==> src/rtl/multi_grant_rotating_priority_arbiter.sv <==
// Rotating-priority arbiter issuing up to NUM_GRANT warp requests per cycle,
// with registered grants held under backpressure and per-warp starvation override.
module multi_grant_rotating_priority_arbiter #(
    parameter int NUM_REQ      = 8,
    parameter int NUM_GRANT    = 2,
    parameter int STARVE_LIMIT = 15,
    parameter int PTR_W        = $clog2(NUM_REQ),
    parameter int CNT_W        = $clog2(NUM_GRANT + 1)
) (
    input  logic                           clk,
    input  logic                           rst,
    input  logic [NUM_REQ-1:0]             req,
    input  logic [NUM_REQ-1:0]             stall_simt,
    input  logic [NUM_REQ-1:0]             stall_ibuf,
    input  logic                           gnt_ready,
    output logic [NUM_REQ-1:0]             gnt,
    output logic [NUM_GRANT*NUM_REQ-1:0]   gnt_raw,
    output logic                           gnt_valid,
    output logic [CNT_W-1:0]               gnt_count,
    output logic [PTR_W-1:0]               ptr
);

    localparam int AGE_W = $clog2(STARVE_LIMIT + 1);

    logic [NUM_REQ-1:0]           eligible_s;
    logic                         load_s;
    logic                         force_hit_s;
    logic [NUM_REQ-1:0]           force_oh_s;
    logic [NUM_GRANT*NUM_REQ-1:0] sel_raw_s;
    logic [NUM_REQ-1:0]           sel_gnt_s;
    logic [CNT_W-1:0]             sel_cnt_s;
    logic [PTR_W-1:0]             sel_ptr_s;

    logic [NUM_REQ-1:0]           gnt_r;
    logic [NUM_GRANT*NUM_REQ-1:0] gnt_raw_r;
    logic                         gnt_valid_r;
    logic [CNT_W-1:0]             gnt_count_r;
    logic [PTR_W-1:0]             ptr_r;
    logic [AGE_W-1:0]             age_r [NUM_REQ];

    assign eligible_s = req & ~stall_simt & ~stall_ibuf;
    assign load_s     = ~gnt_valid_r | gnt_ready;

    // Slot selection: optional forced requester in slot 0, then circular scan from ptr.
    always_comb begin
        int fill;
        int idx;
        fill        = 0;
        idx         = 0;
        force_hit_s = 1'b0;
        force_oh_s  = '0;
        sel_raw_s   = '0;
        sel_gnt_s   = '0;
        sel_ptr_s   = ptr_r;
        for (int i = 0; i < NUM_REQ; i++) begin
            if (!force_hit_s && eligible_s[i] && (age_r[i] == AGE_W'(STARVE_LIMIT))) begin
                force_hit_s   = 1'b1;
                force_oh_s[i] = 1'b1;
                sel_raw_s[i]  = 1'b1;
                sel_ptr_s     = PTR_W'((i == NUM_REQ - 1) ? 0 : i + 1);
                fill          = 1;
            end else begin
                fill = fill;
            end
        end
        for (int j = 0; j < NUM_REQ; j++) begin
            idx = int'(ptr_r) + j;
            idx = (idx < NUM_REQ) ? idx : idx - NUM_REQ;
            if (eligible_s[idx] && !force_oh_s[idx] && (fill < NUM_GRANT)) begin
                sel_raw_s[fill*NUM_REQ + idx] = 1'b1;
                sel_ptr_s = PTR_W'((idx == NUM_REQ - 1) ? 0 : idx + 1);
                fill      = fill + 1;
            end else begin
                fill = fill;
            end
        end
        for (int k = 0; k < NUM_GRANT; k++) begin
            sel_gnt_s = sel_gnt_s | sel_raw_s[k*NUM_REQ +: NUM_REQ];
        end
        sel_cnt_s = CNT_W'(fill);
    end

    // Grant registers, rotation pointer and age counters; frozen while a grant is held.
    always_ff @(posedge clk) begin
        if (rst) begin
            gnt_r       <= '0;
            gnt_raw_r   <= '0;
            gnt_valid_r <= 1'b0;
            gnt_count_r <= '0;
            ptr_r       <= '0;
            for (int i = 0; i < NUM_REQ; i++) begin
                age_r[i] <= '0;
            end
        end else if (load_s) begin
            gnt_r       <= sel_gnt_s;
            gnt_raw_r   <= sel_raw_s;
            gnt_valid_r <= |eligible_s;
            gnt_count_r <= sel_cnt_s;
            ptr_r       <= sel_ptr_s;
            // Stalled warps that still request keep aging.
            for (int i = 0; i < NUM_REQ; i++) begin
                if (sel_gnt_s[i] || !req[i]) begin
                    age_r[i] <= '0;
                end else if (age_r[i] != AGE_W'(STARVE_LIMIT)) begin
                    age_r[i] <= age_r[i] + 1'b1;
                end
            end
        end
    end

    assign gnt       = gnt_r;
    assign gnt_raw   = gnt_raw_r;
    assign gnt_valid = gnt_valid_r;
    assign gnt_count = gnt_count_r;
    assign ptr       = ptr_r;

endmodule

==> config.mk <==
export PLATFORM = sky130hd
export DESIGN_NAME = multi_grant_rotating_priority_arbiter
export DESIGN_NICKNAME = d
export VERILOG_FILES = /design/src/rtl/multi_grant_rotating_priority_arbiter.sv
export SDC_FILE = /design/constraint.sdc
export NUM_CORES = 1
export LEC_CHECK = 0
export ABC_CLOCK_PERIOD_IN_PS = 11850
export CAP_MARGIN = 5
export CELL_PAD_IN_SITES_DETAIL_PLACEMENT = 1
export CELL_PAD_IN_SITES_GLOBAL_PLACEMENT = 2
export CORE_MARGIN = 4
export CORE_UTILIZATION = 36
export CTS_BUF_LIST = sky130_fd_sc_hd__clkbuf_8 sky130_fd_sc_hd__clkbuf_16
export DETAILED_ROUTE_END_ITERATION = 6
export HOLD_SLACK_MARGIN = 0.15
export PLACE_DENSITY = 0.81
export SYNTH_ARGS = -nofsm -noshare
export SYNTH_HDL_FRONTEND = slang
export SYNTH_SLANG_ARGS = --single-unit
export TNS_END_PERCENT = 20
==> constraint.sdc <==
create_clock -name clk -period 11.85 [get_ports clk]
set_input_delay 1.7775 -clock clk [delete_from_list [all_inputs] [get_ports clk]]
set_output_delay 1.7775 -clock clk [all_outputs]
set_load 0.01 [all_outputs]
==> metrics.yaml, run 1 <==
yosys.area.top_type: "edfxtp_1"
track_usage: 0.288
die_y_um: 143
yosysTopAreaCellShare: 0.146
path_max_fanout: 13
htreeDepth: 3
crit_path_end_kind: "flop"
drt_first_pass_iters: 5
setup_viol: 0
clock_skew_ps: 13.4
synth-seq-area-share: 0.237
rows: 49
slew_headroom: 0.319
antenna_found_initial: 0
syn_inst: 785
finalHoldViolations: 0
start_util: 0.367
place_area_mm2: 0.00755
fmax_mhz: 90.1
syn_avg_cell_area_um2: 8.40
grt_max_degree: 42
hold_path_class: "flop to flop"
cp_common_cell: "ha_1"
drive_gt1_frac: 0.147
post_synth_num_cell_types: 104
place.gp.congestion: 0.998
period_minus_slack_ps: 11100
cts.clk_slew.worst_paths_ps: 50
async_reset_ff_frac: 0
ant_nets: 0
drc_errors: 0
crit_slowest_cell: "nor4_4"
syn2layout_area_growth_pct: 19.4
cts_made_buffers: 9
rsz0062_at_grt: "false"
critical-path-max-stage-delay_ps: 870
core_area_mm2: 0.0180
die_area_mm2: 0.0206
slew_viol_final: 0
dieWidth_um: 143
wl_per_cell_um: 27.6
cts_tree: "done"
root_buffer: "clkbuf_16"
hold_slack_ps: 489
dp_hpwl_um: 22800
tns_ps: 0
crit_buf_inv: 5
yosysWarnings: 0
arrival_ps: 11080
grt_pass1_wl_um: 45700
drt_wl_total_um: 29900
vias: 7306
postCtsSetupBuffers: 0
synth_edf_count: 32
setup.worst_path.class: "input pin to flop"
syn_nets: 845
clkSinkCount: 62
clkLatencyLatePin_ps: 350
holdBufCountCts: 0
synthFlopType: "edfxtp_1"
synth_area_mm2: 0.00660
num_antenna_cells: 0
fillers: 2107
viasPerCell: 6.76
critPathRequiredTime_ps: 11830
grt_pass1_vias: 7436
io_buffers: 56
cpLargestDelayFamily: "simple AND/OR/NAND/NOR gates"
first_iter_violations: 773
grt_overflow: 0
drv_cap: 0
outcome: "finished, final reports clean"
io_pins: 57
synth_seq_cells: 62
timing.final.crit_share: 0.936
cts_buffer_depth: 2
cts_resized: 0
netlist_top_cells_area: "edfxtp_1 (15%), dfxtp_1 (9.1%), ha_1 (6.3%), nor2_1 (4.8%), nand2_1 (3.6%)"
critPathLaunchType: "input pin"
finalInstanceArea_mm2: 0.00788
layout.nets: 907
worst_pin_slew_ps: 1010
final timing paths:
check | slack [ps] | cells past startpoint | to | startpoint
setup / recovery | 750 | 32 | age_r[1][15]$_SDFFCE_PP0P_ | req[1]
hold / removal | 490 | 2 | gnt_raw[1]$_SDFFE_PP0N_ | gnt_raw[1]$_SDFFE_PP0N_
setup reg to reg | 1810 | 32 | age_r[1][15]$_SDFFCE_PP0P_ | age_r[0][4]$_SDFFCE_PN0P_
hold reg to reg | 490 | 2 | gnt_raw[1]$_SDFFE_PP0N_ | gnt_raw[1]$_SDFFE_PP0N_
cell usage in the layout (no fill, tap or decap), types with 17 or more instances in the layout:
cell type / synthesis / layout
nor2_1: 84 / 84
nand2_1: 63 / 63
clkdlybuf4s50_1: 0 / 56
buf_4: 1 / 44
nor3_1: 40 / 40
nand3_1: 37 / 37
ha_1: 33 / 33
edfxtp_1: 32 / 32
dfxtp_1: 30 / 30
o21ai_0: 27 / 27
inv_1: 20 / 20
and3_1: 18 / 18
a21oi_1: 17 / 17
registers in the layout (all words and copies together), names as in the netlist:
| register | count |
|---|---|
| age_r | 32 |
| gnt_raw | 16 |
| gnt | 8 |
| ptr | 3 |
| gnt_count | 2 |
| gnt_valid | 1 |
metal layers:
metal	track usage	vias to the layer above	wire length (um)
li1	-	3249	-
met1	0.386	3643	12600
met2	0.461	334	13500
met3	0.0599	80	2480
met4	0.106	0	1210
met5	0	-	0
through the flow:
step | utilization | worst slack, ps | cells
after floorplan | - | 2100 | 785
after global placement | 0.421 | 882 | 1065
after detailed placement | 0.421 | 633 | 1065
after CTS | 0.438 | 931 | 1081
after global routing | 0.438 | 241 | 1081
final | 0.438 | 753 | 1081
logic make-up (layout without fill, tap and decap cells):
logic type                 Yosys count  count (layout)  synth area share
xor gates and xnor gates            24              24            0.0341
buffers and inverters               75             142            0.0503
and+or+nand+nor                    326             326             0.270
muxes                               17              17            0.0294
DFF                                 62              62             0.237
AOI/OAI and AO/OA                  248             248             0.317
adders and majority gates           33              33            0.0626
worst min-delay path, stage by stage, from the launching register on:
cell,delay (ps)
dfxtp_1,340
nand2_1,50
o21ai_0,60
cell usage after synthesis (all sizes together) (7+ instances only):
cell type / instances
o311ai: 10
xnor2: 14
xor2: 10
o2111ai: 7
a311oi: 13
o32ai: 8
inv: 24
buf: 19
o31a: 7
and3: 18
nand2b: 7
o31ai: 10
nor4: 15
a32oi: 13
a22oi: 7
nor3: 40
nor2: 84
dfxtp: 30
nor3b: 9
nand3: 37
mux2i: 10
o211ai: 12
edfxtp: 32
a21oi: 17
a31oi: 15
and2: 7
nand4: 10
o21ai: 31
clkbuf: 30
nand2: 63
a2111oi: 8
ha: 33
a211oi: 17
area by class of cell:
class | instances | area, um2 | share of cell area
clock inverter | 6 | 71.3 | 0.00905
sequential | 62 | 1560 | 0.198
tap | 229 | 287 | 0.0364
inverter | 26 | 97.6 | 0.0124
timing repair buffer | 100 | 891 | 0.113
clock buffer | 10 | 250 | 0.0318
multi-input combinational | 648 | 4720 | 0.599
Power of run 1 is left out: the tool's default activity adds up to more than one toggle a clock period on the data nets, which glitch-free logic cannot reach.
==> inputs of run 2 (changes only) <==
CTS_CLUSTER_DIAMETER = 200   (was default)
==> results of run 2 <==
Final layout, timing and power as in run 1 (identical DEF).
Power of run 2 is left out for the same reason.
==> inputs of run 3 (changes only) <==
ABC_CLOCK_PERIOD_IN_PS = 12470   (was 11850)
CAP_MARGIN = default   (was 5)
CORE_MARGIN = 2   (was 4)
clock period = 12.47 ns   (was 11.85 ns; I/O delays follow)
==> metrics.yaml, run 3 (synthesis gave the netlist of run 1 again) <==
cts_buffer_depth: 2
postCtsSetupBuffers: 0
io_buffers: 56
clkLatencyLatePin_ps: 340
timing.final.crit_share: 0.928
die_area_mm2: 0.0194
die_y_um: 139
final_cell_mix: "nor2_1 (84), nand2_1 (63), clkdlybuf4s50_1 (56)"
layout.nets: 890
drt_wl_total_um: 29600
setup_ws_ps: 898
final_common_cell: "nor2_1"
holdBufCountCts: 0
drv_cap: 0
grt_max_degree: 42
crit_slowest_cell: "or4_1"
htreeDepth: 3
vias: 7279
clock_skew_ps: 11.6
drt_first_pass_iters: 6
critPathLaunchType: "input pin"
fillers: 2151
slew_viol_final: 0
r2r_setup_slack_ps: 2010
drc_errors: 0
slew_headroom: 0.215
hold_slack_ps: 473
place_ws_ps: 739
largest_reg_flops: 32
setup_viol: 0
grt_pass1_wl_um: 45100
cp_common_cell: "ha_1"
min_from: "gnt_raw[1]$_SDFFE_PP0N_"
drive_gt1_frac: 0.129
first_iter_violations: 807
viasPerCell: 6.83
multiInputGateArea_mm2: 0.00472
cts_tree: "done"
period_minus_slack_ps: 11570
arrival_ps: 11550
outcome: "finished, final reports clean"
path_max_fanout: 13
tns_ps: 0
crit_path_end_kind: "flop"
antenna_found_initial: 1
cts_resized: 0
critical-path-max-stage-delay_ps: 540
root_buffer: "clkbuf_16"
top_register: "age_r"
grt_overflow: 0
syn2layout_area_growth_pct: 17.5
critPathRequiredTime_ps: 12450
cts_made_buffers: 9
grt_pass1_vias: 7326
hold_path_class: "flop to flop"
worst_pin_slew_ps: 1170
finalHoldViolations: 0
place.gp.congestion: 1.01
setup.worst_path.class: "input pin to flop"
dp_hpwl_um: 22800
r2r_start: "age_r[0][4]$_SDFFCE_PN0P_"
wl_per_cell_um: 27.8
cp-startpoint: "req[0]"
cts.clk_slew.worst_paths_ps: 60
clkSinkCount: 62
rows: 49
dieWidth_um: 139
start_util: 0.367
core_area_mm2: 0.0180
ant_nets: 0
track_usage: 0.298
utilization: 0.432
fmax_mhz: 86.4
io_pins: 57
rsz0062_at_grt: "false"
regArea_mm2: 0.00156
run 3: worst paths after layout:
path,depth (start not counted),endpoint
max,32,age_r[1][14]$_SDFFCE_PP0P_
min,2,gnt_raw[1]$_SDFFE_PP0N_
max reg2reg,32,age_r[1][14]$_SDFFCE_PP0P_
min reg2reg,2,gnt_raw[1]$_SDFFE_PP0N_
run 3: area by class of cell:
type | count | area share
tap | 229 | 0.0370
timing repair buffer | 83 | 0.0985
sequential | 62 | 0.201
inverter | 26 | 0.0126
antenna | 1 | 0.000323
multi-input combinational | 648 | 0.609
clock inverter | 6 | 0.00920
clock buffer | 10 | 0.0323
run 3: metal layers:
metal,share of wire,track usage
met1,0.43,0.397
met2,0.47,0.494
met3,0.067,0.0444
met4,0.032,0.102
met5,0,0
run 3: metrics by stage:
stage               instance area [um2]  cells
global placement                   7430   1048
detailed placement                 7430   1048
finish                             7750   1065
global route                       7750   1064
CTS                                7750   1064
floorplan                          6600    785
run 3: critical path, delay by kind of cell:
family / cells / cell delay, ps
AO/OA/AOI/OAI: 11 / 3750
AND/OR/NAND/NOR: 11 / 3330
adder cells (fa/ha/maj): 4 / 1270
buffers and inverters: 5 / 880
XOR/XNOR: 1 / 440
Power of run 3 is left out for the same reason.
==> RTL change (flow settings as in run 3) <==
Put one more register stage on the output `gnt_count`. The value now appears one clock later. The other outputs are not delayed to match.
--- a/src/rtl/multi_grant_rotating_priority_arbiter.sv
+++ b/src/rtl/multi_grant_rotating_priority_arbiter.sv
@@ -112,5 +112,7 @@
     assign gnt_raw   = gnt_raw_r;
     assign gnt_valid = gnt_valid_r;
-    assign gnt_count = gnt_count_r;
+    always_ff @(posedge clk) begin
+        gnt_count <= gnt_count_r;
+    end
     assign ptr       = ptr_r;
 
Check against the original RTL: not settled (the Yosys comparison gave no result); the edit may change what the design does.
==> RTL change against run 3 <==
The run now ends with design-rule violations left. Wire length shrank 5.9%. Sequential share of layout area rose by 0.72 points. Global-route usage fell by 1.7 points. Largest cell class unchanged. Non-clock buffer count fell by 15. Design area down 0.95%. Count of clock-buffer cells in the layout is 1 lower. Highest routed layer unchanged. Setup slack gained 0.14 ns. Clock skew grew 0.0014 ns. Sequential cell count rose by 2. Critical endpoint is now age_r[1][12]. Hold slack worse by 0.11 ns. Die area increased by 1.0%. Area after synthesis grew 1.0%. Critical path depth up 2.
Power is not shown: default switching activity piles up to over one toggle a cycle in this logic, so the estimate is an artifact.
==> RTL change: results (changes against run 3) <==
HPWL Detailed - 21500 microns (-5.5%)
Synth unique cells - 106 (+1.9%)
Non-Filler Instances - 1092 (+2.5%)
Total CTS buffers - 9 (unchanged)
Via Count - 7266 (-0.18%)
CTS H-tree lvls - 3 (unchanged)
HP Class - reg -> reg
CTS Buffer Depth - 2 (unchanged)
Pre-CTS WS - 0.912 ns (+0.173 ns)
GRT Total Usage - 28.1% (-1.7 points)
Status - finished with violations
Layout cells sized above 1 - 10.2% (-2.7 points)
Initial DRC count - 768 (-4.8%)
First-pass GRT wire length - 42700 microns (-5.2%)
Warnings from Yosys - 0 (unchanged)
Resize count post-CTS - 0 (unchanged)
Worst-path fanout max - 13 (unchanged)
Post-Synthesis Cells - 829 (+5.6%)
DRC - 6 (+6)
Violated checks - design-rule violations
Placed Cells incl. Taps - 1076 (+2.7%)
Largest register by flop count - age_r
Arr. time, crit path - 11.42 ns (-0.13 ns)
Pin count of the biggest net entering global routing - 56 (+33%)
Placed instance area - 7380 sq um (-0.62%)
Vias in the first global route - 7074 (-3.4%)
CTS root buf - clkbuf_16
Final slew viol count - 0 (unchanged)
Synth top cells by count - nor2_1, nand2_1, nand3_1, clkbuf_1, ha_1
Slowest cell on the critical path - a22oi_1
Post-Synthesis Net Count - 889 (+5.2%)
Clock skew - 0.0130 ns (+0.00136 ns)
Worst-margin pin slew - 1.22 ns (+0.0525 ns)
Antenna fix cells - 0 (-1)
Synth top area cells - edfxtp_1, dfxtp_1, ha_1
Initial antenna violation count - 0 (-1)
NumNets Final - 918 (+3.1%)
Post-synth ARST share - 0% (unchanged)
Post-synthesis sequential area ratio - 24.0% (+0.36 points)
Routability cong. - 1.02 (+0.40%)
Final wirelength - 27900 microns (-5.9%)
Drt pass-1 iters - 7 (+1)
RTL change: changes by cell type after synthesis, sizes merged, moves of 6 or more:
cell and delta:
nand2 +19, a221o +8, nor2 +28, o2111ai -6
nand3 +18, nor2b +7, a21oi +14, a32oi -11
o311a -6, a221oi +9, a211oi +8, nor4 -7
nor3 -6
RTL change: worst paths after layout:
check                               endpoint            from  slack [ns]  cells past startpoint
worst min-delay path            gnt_count[1]  gnt_count_r[1]        0.36                      0
worst max register to register  age_r[1][12]          ptr[0]        1.99                     31
worst min register to register  gnt_count[1]  gnt_count_r[1]        0.36                      0
worst max-delay path            age_r[1][12]          req[4]        1.04                     34
RTL change: worst max-delay path, delay by kind of cell:
family,cells,cell delay [ns]
xor gates and xnor gates,1,0.53
AOI/OAI and AO/OA,9,2.33
muxes,3,1.13
and+or+nand+nor,9,2.39
adders and majority gates,5,1.79
buffers and inverters,7,1.35
RTL change: cell type report:
type                       instances  area [sq um]
inverter                          27           106
timing repair buffer              68           646
fill                            2144         10400
multi-input combinational        688          4740
tap                              229           287
clock inverter                     7          71.3
clock buffer                       9           225
sequential                        64          1600
RTL change: cell families after synthesis:
family / share of synthesized area [%]
simple gates: 29.1
fa+ha+maj: 6.19
compound gates: 29.4
xor+xnor: 4.32
mux: 2.10
buf+inv: 4.86
flops: 24.0
RTL change: metal layers:
layer  up-vias  share of wire, %  global-route usage [%]
met1      3637                45                    38.8
met5         -                 0                       0
met2       304                46                    44.4
met4         0               3.9                    12.0
met3        67               5.9                    3.38
li1       3258                 -                       -
